File: config.mk
export PLATFORM = sky130hd
export DESIGN_NAME = seven_seg_reader_flat
export DESIGN_NICKNAME = d
export VERILOG_FILES = /design/src/rtl/seven_seg_reader_pkg.sv /design/src/rtl/seven_seg_reader_if.sv /design/src/rtl/seven_seg_reader_classify.sv /design/src/rtl/seven_seg_reader.sv /design/src/flat_wrapper.sv
export SDC_FILE = /design/constraint.sdc
export NUM_CORES = 1
export LEC_CHECK = 0
export ABC_AREA = 1
export CAP_MARGIN = 20
export CORE_UTILIZATION = 32
export CTS_BUF_LIST = sky130_fd_sc_hd__clkbuf_8
export DETAILED_ROUTE_END_ITERATION = 8
export SYNTH_ARGS = -nofsm -noshare
export SYNTH_HDL_FRONTEND = slang
export SYNTH_HIERARCHICAL = 1
export SYNTH_SLANG_ARGS = --single-unit
File: constraint.sdc
create_clock -name clk -period 3.7 [get_ports clk]
set_input_delay 0.555 -clock clk [delete_from_list [all_inputs] [get_ports clk]]
set_output_delay 0.555 -clock clk [all_outputs]
set_load 0.02 [all_outputs]
File: src/rtl/seven_seg_reader_pkg.sv
// Shared constants and types for the seven-segment observer.
// Segment patterns are active-low, bit 0 = a ... bit 6 = g.
package seven_seg_pkg;

  localparam logic [6:0] SEG_0     = 7'h40;
  localparam logic [6:0] SEG_1     = 7'h79;
  localparam logic [6:0] SEG_2     = 7'h24;
  localparam logic [6:0] SEG_3     = 7'h30;
  localparam logic [6:0] SEG_4     = 7'h19;
  localparam logic [6:0] SEG_5     = 7'h12;
  localparam logic [6:0] SEG_6     = 7'h02;
  localparam logic [6:0] SEG_7     = 7'h78;
  localparam logic [6:0] SEG_8     = 7'h00;
  localparam logic [6:0] SEG_9     = 7'h10;
  localparam logic [6:0] SEG_A     = 7'h08;
  localparam logic [6:0] SEG_B     = 7'h03;
  localparam logic [6:0] SEG_C     = 7'h46;
  localparam logic [6:0] SEG_D     = 7'h21;
  localparam logic [6:0] SEG_E     = 7'h06;
  localparam logic [6:0] SEG_F     = 7'h0E;
  localparam logic [6:0] SEG_BLANK = 7'h7F;

  // Indexed by hex digit; element 15 sits in the top bits.
  localparam logic [15:0][6:0] SEG_TABLE = {
    SEG_F, SEG_E, SEG_D, SEG_C, SEG_B, SEG_A, SEG_9, SEG_8,
    SEG_7, SEG_6, SEG_5, SEG_4, SEG_3, SEG_2, SEG_1, SEG_0
  };

  typedef enum logic [1:0] {
    ST_EMPTY    = 2'd0,
    ST_SETTLING = 2'd1,
    ST_LOCKED   = 2'd2
  } state_e;

  typedef enum logic [1:0] {
    CLS_DIGIT   = 2'd0,
    CLS_BLANK   = 2'd1,
    CLS_ILLEGAL = 2'd2
  } seg_class_e;

endpackage

File: src/rtl/seven_seg_reader_if.sv
// Segment bus plus decoded results. The display side (or a bench) is the
// master; the reader is the slave.
interface seven_seg_reader_if #(
  parameter int ERR_W = 8
);
  logic [6:0]       segIn;
  logic             segStrobe;
  logic [3:0]       hexOut;
  logic             hexValid;
  logic             blank;
  logic             patErr;
  logic             digitChg;
  logic [ERR_W-1:0] errCount;

  modport master (
    output segIn, segStrobe,
    input  hexOut, hexValid, blank, patErr, digitChg, errCount
  );

  modport slave (
    input  segIn, segStrobe,
    output hexOut, hexValid, blank, patErr, digitChg, errCount
  );
endinterface

File: src/rtl/seven_seg_reader_classify.sv
// seg_classify: inverse of the display decode table. Purely combinational.
module seg_classify
  import seven_seg_pkg::*;
(
  input  logic [6:0]  pat,
  output seg_class_e  cls,
  output logic [3:0]  digit
);

  // Table search; blank and legal digits are disjoint so order is irrelevant.
  always_comb begin
    cls   = CLS_ILLEGAL;
    digit = 4'h0;
    if (pat == SEG_BLANK) cls = CLS_BLANK;
    for (int i = 0; i < 16; i++) begin
      if (pat == SEG_TABLE[i]) begin
        cls   = CLS_DIGIT;
        digit = 4'(i);
      end
    end
  end

endmodule

File: src/rtl/seven_seg_reader.sv
// seven_seg_reader: debounces the strobed segment bus and commits the
// pattern once it has been seen STABLE_CNT strobes in a row.
module seven_seg_reader
  import seven_seg_pkg::*;
#(
  parameter int STABLE_CNT = 4,
  parameter int ERR_W      = 8
) (
  input  logic              clk,
  input  logic              reset_n,
  seven_seg_reader_if.slave bus
);

  localparam logic [3:0] STABLE = 4'(STABLE_CNT);

  state_e           state_q, state_d;
  logic [6:0]       cand_q, cand_d;
  logic [3:0]       cnt_q, cnt_d;
  logic [3:0]       hex_q, hex_d;
  logic             valid_q, valid_d;
  logic             blank_q, blank_d;
  logic             perr_q, perr_d;
  logic             chg_q, chg_d;
  logic [ERR_W-1:0] err_q, err_d;
  logic [6:0]       prev_q, prev_d;
  logic             prev_vld_q, prev_vld_d;

  logic             commit;
  seg_class_e       cls;
  logic [3:0]       digit;

  // Whenever a commit happens, cand_d equals segIn, so classifying the bus
  // directly is the same as classifying the candidate being committed.
  seg_classify u_cls (
    .pat   (bus.segIn),
    .cls   (cls),
    .digit (digit)
  );

  // Next-state: stability tracking, then commit of the candidate.
  always_comb begin
    state_d    = state_q;
    cand_d     = cand_q;
    cnt_d      = cnt_q;
    hex_d      = hex_q;
    valid_d    = valid_q;
    blank_d    = blank_q;
    err_d      = err_q;
    prev_d     = prev_q;
    prev_vld_d = prev_vld_q;
    perr_d     = 1'b0;
    chg_d      = 1'b0;
    commit     = 1'b0;

    if (bus.segStrobe) begin
      unique case (state_q)
        ST_EMPTY: begin
          cand_d = bus.segIn;
          cnt_d  = 4'd1;
          if (STABLE == 4'd1) begin
            commit  = 1'b1;
            state_d = ST_LOCKED;
          end else begin
            state_d = ST_SETTLING;
          end
        end
        ST_SETTLING: begin
          if (bus.segIn == cand_q) begin
            cnt_d = cnt_q + 4'd1;
            if (cnt_q + 4'd1 == STABLE) begin
              commit  = 1'b1;
              state_d = ST_LOCKED;
            end
          end else begin
            cand_d = bus.segIn;
            cnt_d  = 4'd1;
          end
        end
        ST_LOCKED: begin
          if (bus.segIn != cand_q) begin
            cand_d = bus.segIn;
            cnt_d  = 4'd1;
            if (STABLE == 4'd1) commit = 1'b1;
            else                state_d = ST_SETTLING;
          end
        end
        default: state_d = ST_EMPTY;
      endcase
    end

    if (commit) begin
      unique case (cls)
        CLS_DIGIT: begin
          hex_d   = digit;
          valid_d = 1'b1;
          blank_d = 1'b0;
        end
        CLS_BLANK: begin
          valid_d = 1'b0;
          blank_d = 1'b1;
        end
        default: begin
          perr_d  = 1'b1;
          valid_d = 1'b0;
          blank_d = 1'b0;
          err_d   = (&err_q) ? err_q : err_q + 1'b1;
        end
      endcase
      // Full-pattern compare, so two different illegal patterns also pulse.
      chg_d      = !prev_vld_q || (bus.segIn != prev_q);
      prev_d     = bus.segIn;
      prev_vld_d = 1'b1;
    end
  end

  // State and output registers; reset wins over a same-cycle commit.
  always_ff @(posedge clk) begin
    if (!reset_n) begin
      state_q    <= ST_EMPTY;
      cand_q     <= '0;
      cnt_q      <= '0;
      hex_q      <= '0;
      valid_q    <= 1'b0;
      blank_q    <= 1'b0;
      perr_q     <= 1'b0;
      chg_q      <= 1'b0;
      err_q      <= '0;
      prev_q     <= '0;
      prev_vld_q <= 1'b0;
    end else begin
      state_q    <= state_d;
      cand_q     <= cand_d;
      cnt_q      <= cnt_d;
      hex_q      <= hex_d;
      valid_q    <= valid_d;
      blank_q    <= blank_d;
      perr_q     <= perr_d;
      chg_q      <= chg_d;
      err_q      <= err_d;
      prev_q     <= prev_d;
      prev_vld_q <= prev_vld_d;
    end
  end

  assign bus.hexOut   = hex_q;
  assign bus.hexValid = valid_q;
  assign bus.blank    = blank_q;
  assign bus.patErr   = perr_q;
  assign bus.digitChg = chg_q;
  assign bus.errCount = err_q;

endmodule

File: src/flat_wrapper.sv
// flat-port wrapper written by rule: the top's interface ports become plain ports
module seven_seg_reader_flat import seven_seg_pkg::*;
#(
  parameter int STABLE_CNT = 4,
  parameter int ERR_W      = 8
)
  (clk, reset_n, bus_segIn, bus_segStrobe, bus_hexOut, bus_hexValid, bus_blank, bus_patErr, bus_digitChg, bus_errCount);
  seven_seg_reader_if #(.ERR_W(ERR_W)) bus_i ();
  input  logic clk;
  input  logic reset_n;
  input wire logic [$bits(bus_i.segIn)-1:0] bus_segIn;
  input wire logic [$bits(bus_i.segStrobe)-1:0] bus_segStrobe;
  output wire logic [$bits(bus_i.hexOut)-1:0] bus_hexOut;
  output wire logic [$bits(bus_i.hexValid)-1:0] bus_hexValid;
  output wire logic [$bits(bus_i.blank)-1:0] bus_blank;
  output wire logic [$bits(bus_i.patErr)-1:0] bus_patErr;
  output wire logic [$bits(bus_i.digitChg)-1:0] bus_digitChg;
  output wire logic [$bits(bus_i.errCount)-1:0] bus_errCount;
  assign bus_i.segIn = bus_segIn;
  assign bus_i.segStrobe = bus_segStrobe;
  assign bus_hexOut = bus_i.hexOut;
  assign bus_hexValid = bus_i.hexValid;
  assign bus_blank = bus_i.blank;
  assign bus_patErr = bus_i.patErr;
  assign bus_digitChg = bus_i.digitChg;
  assign bus_errCount = bus_i.errCount;
  seven_seg_reader #(.STABLE_CNT(STABLE_CNT), .ERR_W(ERR_W)) u_core (.clk(clk), .reset_n(reset_n), .bus(bus_i));
endmodule
After elaboration in Yosys (flattened, before gate mapping)
Cells that the tools add are included.
{ "classes": {"add_sub_neg": 2, "eq_ne": 27, "n_mux": 49, "bitwise": 2, "n_reduce_logical": 14} }
{ "op_table": {"columns": ["op", "n"], "rows": [
  ["two-way mux 4 bit", 16],
  ["two-way mux 2 bit", 20],
  ["== test 7 bit (second input constant)", 5],
  ["== test 7 x 5 -> 1 bit (second input constant)", 3],
  ["== test 7 x 6 -> 1 bit (second input constant)", 3],
  ["one-hot mux 7 bit (3 select lines)", 1],
  ["== test 7 x 2 -> 1 bit (second input constant)", 2],
  ["== test 7 x 4 -> 1 bit (second input constant)", 2],
  ["two-way mux 7 bit", 2],
  ["inequality test 7 bit", 2],
  ["one-hot mux 4 bit (3 select lines)", 1],
  ["adder 8 x 1 -> 8 bit (second input constant)", 1],
  ["two-way mux 1 bit", 8],
  ["AND reduction 4 bit", 2],
  ["AND reduction 8 bit", 1],
  ["== test 7 x 3 -> 1 bit (second input constant)", 1],
  ["== test 7 bit", 1],
  ["zero test 7 bit", 1],
  ["inequality test 2 x 1 -> 1 bit (second input constant)", 3],
  ["one-hot mux 2 bit (3 select lines)", 1],
  ["AND reduction 3 bit", 2],
  ["adder 4 x 1 -> 4 bit (second input constant)", 1],
  ["== test 2 x 1 -> 1 bit (second input constant)", 2],
  ["== test 4 x 3 -> 1 bit (second input constant)", 1],
  ["other kinds (9)", 12]
]} }
{ "word_totals": {"register_bits": 37, "in_bits": 10, "out_inout_bits": 16, "word_cells": 105} }

Logic depth before layout (Yosys ltp)
{ "logic_depth": {"word_depth": 22, "mapped_depth": 16, "ltp_nobuf": 16} }

Modules after synthesis
The synthesis kept the hierarchy.
{ "modules_own_cells": {"columns": ["mod", "instances", "cells_per_inst", "area_per_inst_um2", "seq_area_each_um2"], "rows": [
  ["seven_seg_reader", 1, 273, 1885.6, 740.7],
  ["seg_classify", 1, 70, 330.3, 0.0]
]} }

Least setup slack after synthesis
No wires, ideal clock.
{ "synth_timing": {"kind": "input to register", "startpoint": "in bus_segIn[5]", "endpoint": "reg u_core.err_q[5], in the netlist u_core/bus.errCount[5]", "setup_ps": 115, "arrival_ps": 2030, "required_ps": 3585, "path_slack_ps": 1555, "cell_stages": 15, "n_path_buf": 0, "cell_sequence": "inv_1 nand3_2 inv_1 a21oi_2 nand2_1 nor2_1 nand2_1 nor2_2 inv_1 a21oi_1 inv_1 nor2_4 nand3_1 nand2_1 nor2_1"} }
{ "synth_between": {"elab_chain_cells": 22, "elab_cells_between_ends": 43, "classes_between": "eq/ne: 18; mux: 20; bitwise: 1; reduce/logical: 4"} }
{ "synth_rtl": {"columns": ["element", "line", "source"], "rows": [
  ["start: declaration", "flat_wrapper.sv:11", "input wire logic [$bits(bus_i.segIn)-1:0] bus_segIn;"],
  ["== test 7 bit", "seven_seg_reader_classify.sv:14", "if (pat == SEG_BLANK) cls = CLS_BLANK;"],
  ["two-way mux 2 bit", "seven_seg_reader_classify.sv:14", null],
  ["two-way mux 2 bit (15 in a row)", "seven_seg_reader_classify.sv:16", "if (pat == SEG_TABLE[i]) begin"],
  ["two-way mux 2 bit *", "seven_seg_reader_classify.sv:16", null],
  ["net u_core.cls[1]", "seven_seg_reader.sv:29", "seg_class_e cls;"],
  ["== test 2 x 1 -> 1 bit / zero test 2 bit (equally long branches)", "seven_seg_reader.sv:92", "unique case (cls)"],
  ["OR reduction 2 bit (no line) *", null, null],
  ["NOT 1 bit (no line) *", null, null],
  ["AND reduction 3 bit (no line) *", null, null],
  ["end signal: assignment", "seven_seg_reader.sv:139", "err_q <= err_d;"],
  ["end: declaration", "seven_seg_reader.sv:24", "logic [ERR_W-1:0] err_q, err_d;"]
]} }
The timed path passes the listed nets; every way through them passes the cells marked *.
A chain may end at the register's enable or synchronous reset.

Final worst setup path
{ "layout_timing": {"startpoint": "in bus_segIn[2]", "endpoint": "reg u_core.err_q[7], in the netlist u_core/bus.errCount[7]"} }
The elaborated chain is that of the path after synthesis.

==> impl_metrics.toml <==
[synthesis]
synth_top_area_cell = "dfxtp_1"
syn_avg_cell_area_um2 = 6.46
ys_ff_latch = 37
syn-num-nets = 356
ys_seq_area_share_pct = 33.4
yosysWarningCount = 6
ys_types = 32
synth_top_cell_area_share_pct = 33.4
synth_area_mm2 = 0.00222
synthCells = 343
yosys-top-cells-area = "dfxtp_1 (33%), nand2_1 (14%), nor2_1 (9.3%), inv_1 (8.3%), nand3_1 (5.6%)"

[clock_tree]
path_clk_slew_ns = 0.08
insertion_delay_ns = 0.28
cts_tree = "done"
postCtsHoldBufs = 0
cts_setup_buffers = 0
clock-sinks = 37
max-clock-path-buffers = 2
h-tree-depth = 2
cts-root-buf = "clkbuf_8"
cts_made_buffers = 5
post_cts_resized = 0

[sta]
fin_crit_ns = 2.94
period_share_pct = 79.3
rsz0062_at_grt = "no"
max_slew_margin_pct = 59.3
fin_setup_tns_ns = 0
final-hold-violation-count = 0
setup_viol = 0
finClkSkew_ns = 0.00600
fmax_mhz = 341
slew_violations = 0
worst_pin_slew_ns = 0.608

[setup_path]
path_max_fanout = 11
cp.arrival_ns = 3.12
startpoint = "bus_segIn[2]"
startpoint_type = "input pin"
rr_endpoint = "u_core/bus.errCount[3]"
worstPathRequired_ns = 3.88
worst_r2r_path_depth = 9
worstSetupEndpointType = "flip-flop"
crit_end = "u_core/bus.errCount[7]"
critPathKind = "in -> reg"
r2r-start = "u_core/cnt_q[0]"
ff2ff_setup_slack_ns = 1.82

[pwr]
fin_total_pwr_mw = 0.791
peakVddDrop_v = 0.000117
p_per_area_mw_per_mm2 = 299
leakage_nw = 1.19

[floorplanning]
fp.dieW_um = 85.2
fp.coreArea_mm2 = 0.00653
fp.dieArea_mm2 = 0.00726
rows = 29
io_pins = 26
dieHeight_um = 85.2
initial_utilization_pct = 33.9

[placed_design]
numPortBuffers = 25
dp.cells = 444
hpwl_um = 3680
gp_congestion = 0.839

[grt]
gr-total-overflow = 0
grt_pass1_wl_um = 8710
antenna_found_initial = 0
grtUsageTotal_pct = 14.8
grt_max_degree = 20
grt_pass1_vias = 1952

[drt]
ant_nets = 0
remaining_drc_errors = 0
first_pass_iters = 4
drt-wirelength-per-cell_um = 10.9
drtIter0Drc = 92
num_vias = 2122
wl_um = 4910
via_per_inst = 4.69

[layout]
fin_nets = 387
fill_cells = 675
antenna_cells = 0
drive_gt1_share_pct = 10.9
seq_area_um2 = 741
synthToLayoutAreaGrowth_pct = 19.5
multi_input_area_mm2 = 0.00125
stdcell_count = 452

[run]
cap_violations = 0

[run_status]
outcome = "finished, final reports clean"

[worst_hold_path]
hold_class = "reg -> reg"
[placed cells by master, fill, tap and decap left out, types with 3 or more instances in the layout]
cell type,netlist,layout
buf_4,1,4
nor3_1,3,3
nand2_1,81,81
inv_1,49,49
nor2_1,55,55
nand4_1,8,8
clkbuf_8,0,5
nand3_1,25,25
ha_1,3,3
inv_2,3,3
xor2_1,3,3
clkdlybuf4s50_1,0,25
dfxtp_1,37,37
nand2_2,5,5
o21ai_0,12,12
a21oi_1,22,22
nor2_2,9,9
[routing by layer]
metal,share of wire (%),track usage [%],vias up
met1,51,19.5,941
met4,0.49,4.01,0
met2,45,24.6,35
met3,3.2,3.02,2
li1,-,-,1144
met5,0,0,-
[cells by family (layout without fill, tap and decap cells)]
family / after synthesis / in the layout / share of synthesized area [%]
flip-flops: 37 / 37 / 33.4
XOR/XNOR: 5 / 5 / 1.98
adder cells (fa/ha/maj): 3 / 3 / 1.69
AND/OR/NAND/NOR: 200 / 200 / 42.9
buffers and inverters: 57 / 89 / 10.2
AO/OA/AOI/OAI: 41 / 41 / 9.88
[layout make-up]
class,count,area share [%]
Clock buffer,5,2.60
Clock inverter,3,0.661
Inverter,52,7.37
Multi-Input combinational cell,249,47.2
Sequential cell,37,28.0
Tap cell,77,3.64
Timing Repair Buffer,29,10.6
[cells in the mapped netlist]
master and n:
nand2_1 81, nor2_1 55, inv_1 49, dfxtp_1 37, nand3_1 25, a21oi_1 22, o21ai_0 12, nor2_2 9
nand4_1 8, nand2_2 5, ha_1 3, inv_2 3, nor3_1 3, xor2_1 3, a21oi_2 2, clkbuf_1 2
nand3_2 2, nand3_4 2, nand3b_1 2, nor2_4 2, nor3_2 2, o21ai_1 2, o22ai_1 2, xnor2_1 2
and3_1 1, buf_1 1, buf_4 1, buf_6 1, nor2_8 1, nor3_4 1, nor4_1 1, o2111ai_1 1
[through the flow]
stage,util [%],area [µm²],setup slack (ns),hold slack (ns)
6_report,40.6,2650,0.765,0.452
5_1_grt,40.6,2650,0.526,0.487
4_1_cts,40.6,2650,0.770,0.451
3_5_place_dp,39.2,2560,0.467,0.440
3_3_place_gp,39.2,2560,0.550,0.433
2_1_floorplan,-,2220,1.55,0.417
[worst min path at each step]
stage | cells past startpoint | startpoint | slack (ns) | end
floorplan | 2 | u_core/prev_vld_q | 0.42 | u_core/prev_vld_q
global placement | 2 | u_core/prev_vld_q | 0.43 | u_core/prev_vld_q
detailed placement | 2 | u_core/prev_vld_q | 0.44 | u_core/prev_vld_q
CTS | 2 | u_core/prev_vld_q | 0.45 | u_core/prev_vld_q
global route | 2 | u_core/prev_q[2] | 0.49 | u_core/prev_q[2]
finish | 2 | u_core/prev_vld_q | 0.45 | u_core/prev_vld_q
[state kept, by name (all words and copies together) (netlist names)]
| signal | cells |
|---|---|
| u_core/bus.hexOut | 4 |
| u_core/bus.errCount | 8 |
| u_core/cand_q | 7 |
| u_core/prev_vld_q | 1 |
| u_core/bus.patErr | 1 |
| u_core/state_q | 2 |
| u_core/bus.digitChg | 1 |
| u_core/cnt_q | 4 |
| u_core/prev_q | 7 |
| u_core/bus.blank | 1 |
| u_core/bus.hexValid | 1 |
[power by group]
| group | total [mW] | switching [mW] | leakage, nW | internal, mW |
|---|---|---|---|---|
| Sequential | 0.410 | 0.00470 | 0.300 | 0.406 |
| Clock | 0.276 | 0.146 | 0.0439 | 0.130 |
| Combinational | 0.104 | 0.0677 | 0.850 | 0.0365 |
[critical path, cell delays in order]
cell and delay, ns:
clkdlybuf4s50_1 0.78, nor2_2 0.16, nand3_1 0.10, nor2_1 0.08
nor2_2 0.11, nand2_1 0.07, nor2_2 0.12, nand2_1 0.07
nor2_2 0.22, inv_1 0.10, a21oi_1 0.17, inv_1 0.11
nor2_4 0.24, nand3_1 0.10, nand2_1 0.08, nor2_1 0.05
Power figures use the tool's default switching activity.
